===== src/rtl/ka_mac_accumulator.sv =====
// rtl/ka_mac_accumulator.sv - multiply-accumulate sink for the Karatsuba multiplier product stream
// Sums a programmed number of products modulo 2^ACC_W and presents the total on a valid/ready result port.
module ka_mac_accumulator #(
  parameter int PROD_W = 127,
  parameter int ACC_W  = 136,
  parameter int CNT_W  = 8
) (
  input  logic              clk,
  input  logic              rst_n,
  input  logic              start,
  input  logic [CNT_W-1:0]  len,
  input  logic [PROD_W-1:0] prod,
  input  logic              prod_valid,
  output logic              prod_ready,
  output logic [ACC_W-1:0]  acc_out,
  output logic              overflow,
  output logic              out_valid,
  input  logic              out_ready,
  output logic              busy
);

  typedef enum logic [1:0] {IDLE, ACCUM, DONE} state_t;

  state_t           state;
  state_t           state_next;
  logic [CNT_W-1:0] count;
  logic [ACC_W-1:0] acc;
  logic             ovf;
  logic             beat;
  logic [ACC_W:0]   sum;

  // One extra bit on the adder captures the carry out of the accumulator
  assign sum  = {1'b0, acc} + {{(ACC_W + 1 - PROD_W){1'b0}}, prod};
  assign beat = prod_valid & prod_ready;

  assign acc_out  = acc;
  assign overflow = ovf;

  always_ff @(posedge clk or negedge rst_n) begin
    if (!rst_n) begin
      state <= IDLE;
    end else begin
      state <= state_next;
    end
  end

  always_comb begin
    state_next = state;
    prod_ready = 1'b0;
    out_valid  = 1'b0;
    busy       = 1'b1;
    unique case (state)
      IDLE: begin
        busy = 1'b0;
        if (start) begin
          state_next = (len == '0) ? DONE : ACCUM;
        end
      end
      ACCUM: begin
        prod_ready = 1'b1;
        if (prod_valid && (count == CNT_W'(1))) begin
          state_next = DONE;
        end
      end
      DONE: begin
        out_valid = 1'b1;
        if (out_ready) begin
          state_next = IDLE;
        end
      end
      default: begin
        state_next = IDLE;
        busy       = 1'b0;
      end
    endcase
  end

  always_ff @(posedge clk or negedge rst_n) begin
    if (!rst_n) begin
      acc   <= '0;
      ovf   <= 1'b0;
      count <= '0;
    end else if ((state == IDLE) && start) begin
      acc   <= '0;
      ovf   <= 1'b0;
      count <= len;
    end else if (beat) begin
      acc   <= sum[ACC_W-1:0];
      ovf   <= ovf | sum[ACC_W];
      count <= count - CNT_W'(1);
    end
  end

endmodule


===== config.mk =====
export PLATFORM = sky130hd
export DESIGN_NAME = ka_mac_accumulator
export DESIGN_NICKNAME = d
export VERILOG_FILES = /design/src/rtl/ka_mac_accumulator.sv
export SDC_FILE = /design/constraint.sdc
export NUM_CORES = 1
export LEC_CHECK = 0
export BUFFER_PORTS_ARGS = -buffer_cell sky130_fd_sc_hd__buf_2
export CAP_MARGIN = 20
export CELL_PAD_IN_SITES_DETAIL_PLACEMENT = 1
export CELL_PAD_IN_SITES_GLOBAL_PLACEMENT = 2
export CORE_ASPECT_RATIO = 0.7
export CORE_MARGIN = 2
export CORE_UTILIZATION = 29
export DETAILED_ROUTE_END_ITERATION = 16
export GPL_ROUTABILITY_DRIVEN = 1
export PLACE_DENSITY = 0.82
export SLEW_MARGIN = 0
export SYNTH_ARGS = -nofsm -noshare
export SYNTH_HDL_FRONTEND = slang
export SYNTH_SLANG_ARGS = --single-unit
export TNS_END_PERCENT = 20

===== constraint.sdc =====
create_clock -name clk -period 3.3 [get_ports clk]
set_clock_uncertainty 0.15 [all_clocks]
set_input_delay 0.33 -clock clk [delete_from_list [all_inputs] [get_ports clk]]
set_output_delay 0.33 -clock clk [all_outputs]
set_load 0.01 [all_outputs]

==> results of run 1 <==
==> cell type report <==
class,instances,area [um2]
clock buffers,19,433
diodes,1,2.50
repair buffers,902,6200
fillers,6250,27300
inverters,45,171
multi-input cells,1679,11700
clock inverters,12,133
well taps,674,843
flip-flops and latches,147,3680
==> sequential cells by signal, indices dropped and copies added, names as in the netlist <==
name	cells
overflow	1
acc_out	136
state	2
count	8
==> worst paths after layout <==
kind | start | cells after the start | end | slack [ns]
max | acc_out[24] | 18 | acc_out[120] | -0.47
min | out_ready | 4 | state[1] | 0.15
max reg2reg | acc_out[24] | 18 | acc_out[120] | -0.47
min reg2reg | acc_out[82] | 2 | acc_out[82] | 0.37
max in group asynchronous | rst_n | 3 | acc_out[103] | 1.79
min in group asynchronous | rst_n | 2 | acc_out[56] | 0.32
==> repair_timing <==
action                                  CTS  global route
endpoints found under the setup margin   98            98
hold buffers                              9             0
buffers inserted                         21            24
pin swaps                                66            72
resized for setup                       198            99
endpoints found under the hold margin    65             0
==> power groups by stage <==
stage | combinational, W | sequential, W | clock [W]
after floorplan | 0.00707 | 0.00335 | 0
after global placement | 0.0145 | 0.00303 | 0
after detailed placement | 0.0150 | 0.00307 | 0
after CTS | 0.0159 | 0.00310 | 0.00210
after global routing | 0.0182 | 0.00322 | 0.00216
final | 0.0169 | 0.00313 | 0.00207
==> cell families after synthesis <==
kind of cell	after synthesis	synth area share
flip-flops	147	0.250
AO/OA/AOI/OAI	708	0.297
multiplexers	6	0.00408
XOR/XNOR	118	0.0703
buffers and inverters	160	0.0445
adder cells (fa/ha/maj)	133	0.114
AND/OR/NAND/NOR	714	0.220
==> cell usage after synthesis (8+ instances only) <==
library cell and count:
nand2_1 350, a21oi_1 279, o21ai_0 156, dfrtp_1 147
nor2_1 139, ha_1 132, clkbuf_1 78, a21o_1 77
nand4_1 70, xnor2_1 63, xor2_1 55, inv_1 45
nand3_1 32, nor3_1 30, o21bai_1 27, buf_2 25
o21a_1 20, o211ai_1 17, a211oi_1 16, a31oi_1 16
nand2b_1 14, nor4_1 14, o31ai_1 14, a21boi_0 9
a221oi_1 9, and2_1 9, nor2b_1 9, or2_2 9
and3_1 8, and4_1 8
==> per-stage QoR <==
step                setup TNS, ns  setup slack [ns]  power, W   util  hold slack [ns]
finish                     -12.29            -0.474    0.0221  0.459            0.146
global route               -22.05            -0.606    0.0236  0.459            0.189
CTS                         -9.64            -0.541    0.0211  0.446            0.117
detailed placement         -36.97             -1.02    0.0180  0.413            0.272
global placement           -30.19             -1.03    0.0176  0.413            0.255
floorplan                 -0.0205           -0.0205    0.0104      -           -0.116
==> tightest hold or removal path, stage by stage <==
cell and delay [ns]:
buf_2 0.09, o221ai_1 0.15, nand2_1 0.10, o21ai_0 0.07
==> metal layers <==
layer / wire, um / up-vias
met5: 13 / -
met2: 34100 / 575
met4: 1510 / 2
li1: - / 8805
met3: 4260 / 99
met1: 36200 / 9578
==> metrics.md, run 1 <==
| Metric | Value |
|---|---|
| Status | `finished, violations left` |
| Failing checks | `setup timing` |
| Switch share | `0.487` |
| Area growth from synthesis to layout | `57.2%` |
| Global route hottest layer | `met2` |
| Fraction of layout instances using a drive strength above 1 | `0.404` |
| Via-per-instance ratio | `5.48` |
| Placed Instance Area | `20800 um2` |
| HP Class | `input port to flip-flop` |
| Setup CP Type | `flip-flop to flip-flop` |
| Post-synthesis cell area | `14700 um2` |
| Setup slack after layout | `-0.474 ns` |
| Initial Util | `0.292` |
| Commonest non-fill, non-tap cells in the layout | `buf_4 (591), nand2_1 (343), buf_2 (278)` |
| Post-Syn Area per Cell | `7.40 um2` |
| Final Cycle Share | `1.14` |
| Number of enable flip-flop cells after synthesis | `0` |
| Crit-path slowest cell | `dfrtp_1` |
| CORE AREA | `50400 um2` |
| Syn_nets | `2259` |
| Worst skew pair latency | `0.48 ns` |
| Flops & latches, synth | `147` |
| NumNets Final | `3065` |
| CP arrival | `4.03 ns` |
| Highest ir drop seen on vdd | `350 uV` |
| Clk pwr share | `0.094` |
| Longest Clk Path Bufs | `2` |
| Antenna viol nets, final | `0` |
| Vias in the first global route | `19771` |
| Final hold violations | `0` |
| CP max stage delay | `0.41 ns` |
| Die height | `192 um` |
| Met2 Use GR | `0.439` |
| Final setup violation count | `63` |
| Dpl cells | `3398` |
| P_leak | `11.4 nW` |
| Num ports | `280` |
| Commonest non-fill, non-tap cell in the layout | `buf_4` |
| I/O Buffers | `279` |
| Combinational Power Share | `0.765` |
| Fraction of registers with async set/reset | `1.00` |
| Synth top area cells | `dfrtp_1 (25%), ha_1 (11%), a21oi_1 (9.5%), nand2_1 (8.9%), o21ai_0 (5.3%)` |
| Crit path launch type | `flip-flop` |
| Crit path time final | `3.77 ns` |
| Root buffer cell | `clkbuf_16` |
| Remaining Overflow, GRT | `0` |
| GRT met1 Usage | `0.401` |
| Cells after synthesis | `1986` |
| Cell variety after synth | `87` |
| Cell Int Power | `0.0114 W` |
| YS warnings | `0` |
| Top cell by count, worst path | `buf_4` |
| Tightest Pin Transition | `0.770 ns` |
| Max Fclk | `265 MHz` |
| Sequential cell area fraction in the yosys report | `0.250` |
| Reg clk slew, reported paths | `0.08 ns` |
| Maximum fanout along the worst path | `6` |
| Max-cap viol count | `0` |
| Sequential Power Share | `0.142` |
| First-pass GRT wire length | `114000 um` |
| # DRC | `0` |
| Psw | `0.0108 W` |
| Wirelength per Cell | `21.9 um` |
| RSZ-0062 raised after global routing | `yes` |
| Drt total wl | `76100 um` |
| Finished Layout Cells | `3479` |
| Final Max Slew Viols | `0` |
| CP top delay family | `compound AO/OA/AOI/OAI gates` |
| Type of element capturing the critical path | `flip-flop` |
| Cts bufs inserted | `17` |
| Yosys top cell area share | `0.250` |
| H-Tree Level Count | `4` |
| DPL Wire Length | `58600 um` |
| Main flop type after synthesis | `dfrtp_1` |
| CTS tree | `done` |
| Post-synth top area cell | `dfrtp_1` |
| Initial drt markers | `1373` |
| Via count | `19059` |
| Die area | `52600 um2` |
| Die width | `273 um` |
| Power per cell area | `957 nW/um2` |
| Placer Congestion | `0.988` |
| Met3 Use GR | `0.0402` |
| Critical-path cell list | `ha_4 > buf_4 > nand4_1 > nor4_2 > buf_4 > a21oi_1 > o211ai_1 > buf_4 > o2111ai_2 > buf_6 > buf_6 > a21oi_4 > nor2_4 > o311ai_4 > buf_4 > a21oi_4 > nor3_2 > mux2i_1` |
| Antenna violations before repair | `2` |
| Drt pass-1 iters | `6` |
| Worst Path Required | `3.56 ns` |
| Post-route cell area | `23100 um2` |
| Buffer and inverter count on the worst path | `6` |
| Gr usage total | `0.280` |
| Worst rel slew slack | `0.486` |
| Largest net degree at the start of global routing | `64` |
| TritonCTS Sinks | `147` |
| Std cell rows | `69` |
No activity file was read; power rests on OpenSTA's default activity.
==> run 2: changes to the inputs <==
- CAP_MARGIN: 20 -> 25
- SETUP_SLACK_MARGIN: default -> 0.5
==> run 2 against run 1 <==
  * The flow still finishes with violations (setup timing)
  * Cell count decreased by 0.83%
  * Flip-flop and latch count unchanged
  * Register-to-register slack improved by 0.15 ns
  * Setup slack improved by 0.15 ns
  * Global-route usage increased by 0.31 points
  * Non-clock buffer count decreased by 30
  * Sequential power about the same
  * Highest routed layer is now met4
  * First-iteration DRC count decreased by 1.0%
  * Sequential share of layout area about the same
  * Count of clock-buffer cells in the layout decreased by 1
==> metrics.md, run 2 (synthesized netlist as in run 1, its figures left out) <==
| Metric | Value |
|---|---|
| Status | `finished, violations left (unchanged)` |
| Failing checks | `setup timing (unchanged)` |
| Final Util | `0.460 (was 0.459)` |
| Max-cap viol count | `0 (unchanged)` |
| Reg clk slew, reported paths | `0.08 ns (about the same)` |
| Fraction of layout instances using a drive strength above 1 | `0.412 (was 0.404)` |
| Post-route cell area | `23200 um2 (was 23100 um2)` |
| R2r endpoint | `acc_out[118] (was acc_out[120])` |
| Longest Clk Path Bufs | `2 (unchanged)` |
| Antenna viol nets, final | `0 (unchanged)` |
| Antenna violations before repair | `1 (was 2)` |
| Critical-path cell list | `ha_4 > buf_4 > nand2_1 > nor2_2 > nand2_1 > nor3_1 > o211ai_2 > a2111oi_4 > o21ai_2 > buf_4 > buf_6 > a21oi_4 > a21boi_4 > a211oi_2 (was ha_4 > buf_4 > nand4_1 > nor4_2 > buf_4 > a21oi_1 > o211ai_1 > buf_4 > o2111ai_2 > buf_6 > buf_6 > a21oi_4 > nor2_4 > o311ai_4 > buf_4 > a21oi_4 > nor3_2 > mux2i_1)` |
| Type of element capturing the critical path | `flip-flop (unchanged)` |
| Initial Util | `0.292 (unchanged)` |
| Wirelength per Cell | `22.1 um (was 21.9 um)` |
| Worst rel slew slack | `0.434 (was 0.486)` |
| Via count | `18787 (was 19059)` |
| Remaining Overflow, GRT | `0 (unchanged)` |
| Hold EP | `acc_out[0] (was state[1])` |
| Initial drt markers | `1359 (was 1373)` |
| Drt total wl | `76400 um (was 76100 um)` |
| H-Tree Level Count | `4 (unchanged)` |
| Std cell rows | `69 (unchanged)` |
| Placed Instance Area | `20800 um2 (about the same)` |
| Critical Path Start | `acc_out[26] (was acc_out[24])` |
| Crit-path slowest cell | `dfrtp_1 (unchanged)` |
| Maximum fanout along the worst path | `6 (unchanged)` |
| Worst skew pair latency | `0.49 ns (was 0.48 ns)` |
| Die area | `52600 um2 (unchanged)` |
| Final Max Slew Viols | `0 (unchanged)` |
| NumNets Final | `3035 (was 3065)` |
| Tightest Pin Transition | `0.847 ns (was 0.770 ns)` |
| Max reg flops | `136 (unchanged)` |
| Hold depth | `4 (unchanged)` |
| Highest ir drop seen on vdd | `396 uV (was 350 uV)` |
| DPL Wire Length | `59500 um (was 58600 um)` |
| R2R setup slack | `-0.33 ns (was -0.47 ns)` |
| Setup CP Type | `flip-flop to flip-flop (unchanged)` |
| Final setup TNS | `-5.54 ns (was -12.29 ns)` |
| TritonCTS Sinks | `147 (unchanged)` |
| Commonest non-fill, non-tap cells in the layout | `buf_4 (568), nand2_1 (338), buf_2 (278) (was buf_4 (591), nand2_1 (343), buf_2 (278))` |
| CP max stage delay | `0.45 ns (was 0.41 ns)` |
| Gr usage total | `0.283 (was 0.280)` |
| Num ports | `280 (unchanged)` |
| Drt pass-1 iters | `5 (was 6)` |
| Die width | `273 um (unchanged)` |
| Crit path launch type | `flip-flop (unchanged)` |
| Vias in the first global route | `19595 (was 19771)` |
| CORE AREA | `50400 um2 (unchanged)` |
| Setup slack after layout | `-0.328 ns (was -0.474 ns)` |
| CP arrival | `3.85 ns (was 4.03 ns)` |
| Finished Layout Cells | `3450 (was 3479)` |
| Largest net degree at the start of global routing | `69 (was 64)` |
| CTS tree | `done (unchanged)` |
| Max Fclk | `276 MHz (was 265 MHz)` |
| Crit path time final | `3.63 ns (was 3.77 ns)` |
| Final setup violation count | `44 (was 63)` |
| Final Cycle Share | `1.10 (was 1.14)` |
| Via-per-instance ratio | `5.45 (was 5.48)` |
| Worst R2R Path Depth | `14 (was 18)` |
| # DRC | `0 (unchanged)` |
| Root buffer cell | `clkbuf_16 (unchanged)` |
| Dpl cells | `3372 (was 3398)` |
| HP Class | `input port to flip-flop (unchanged)` |
| Cts bufs inserted | `17 (unchanged)` |
| Power per cell area | `965 nW/um2 (was 957 nW/um2)` |
| First-pass GRT wire length | `114000 um (about the same)` |
| Hold WS | `0.115 ns (was 0.146 ns)` |
| Worst Path Required | `3.52 ns (was 3.56 ns)` |
| I/O Buffers | `279 (unchanged)` |
| Placer Congestion | `0.980 (was 0.988)` |
| Area growth from synthesis to layout | `57.6% (was 57.2%)` |
| Commonest non-fill, non-tap cell in the layout | `buf_4 (unchanged)` |
| HP Start | `prod[0] (was out_ready)` |
| RSZ-0062 raised after global routing | `yes (unchanged)` |
| R2r startpoint | `acc_out[26] (was acc_out[24])` |
| Die height | `192 um (unchanged)` |
| Final hold violations | `0 (unchanged)` |
| P_leak | `11.4 nW (about the same)` |
==> run 2: cell type report <==
type                       instances  area, um2
clock inverter                    14        169
inverter                          45        169
sequential                       147       3680
antenna                            1       2.50
tap                              674        843
multi-input combinational       1679      11900
fill                            6219      27200
timing repair buffer             872       5950
clock buffer                      18        429
==> run 2: metrics by stage <==
stage	worst slack, ns	power, W
final	-0.328	0.0224
after global routing	-0.455	0.0238
after CTS	-0.363	0.0215
after detailed placement	-0.678	0.0181
after global placement	-0.628	0.0177
after floorplan	0.0323	0.0106
==> run 2: worst max-delay path: cells and delay by family, from the launching register on <==
| family | cells | cell delay, ns |
|---|---|---|
| AND/OR/NAND/NOR | 4 | 0.71 |
| buffers and inverters | 3 | 0.40 |
| adder cells (fa/ha/maj) | 1 | 0.35 |
| AO/OA/AOI/OAI | 6 | 1.45 |
| flip-flops | 1 | 0.45 |
==> run 2: routing by layer <==
layer  part of all wire  global-route usage  wire length, um  vias to the layer above
li1                   -                   -                -                     8742
met1               0.48               0.408            36400                     9320
met2               0.43               0.426            33100                      627
met3              0.071              0.0637             5450                       98
met4              0.019              0.0664             1450                        0
met5                  0                   0                0                        -
==> run 2: power breakdown <==
part / internal [W] / switching, W
Combinational: 0.00773 / 0.00932
Sequential: 0.00251 / 0.000623
Clock: 0.00114 / 0.00103
Total: 0.0114 / 0.0110
==> run 2: what timing repair did <==
action,4_1_cts,5_1_grt
setup endpoints to repair,118,123
hold buffers,9,0
endpoints found under the hold margin,52,0
setup buffers,22,14
gates resized for setup,214,89
pin swaps,107,82
==> run 2: worst max path at each step <==
stage                        end  slack, ns  cells after the start
finish              acc_out[118]      -0.33                     14
global route        acc_out[130]      -0.46                     15
CTS                 acc_out[130]      -0.36                     15
detailed placement  acc_out[118]      -0.68                     14
global placement    acc_out[118]      -0.63                     14
floorplan           acc_out[134]       0.03                     14
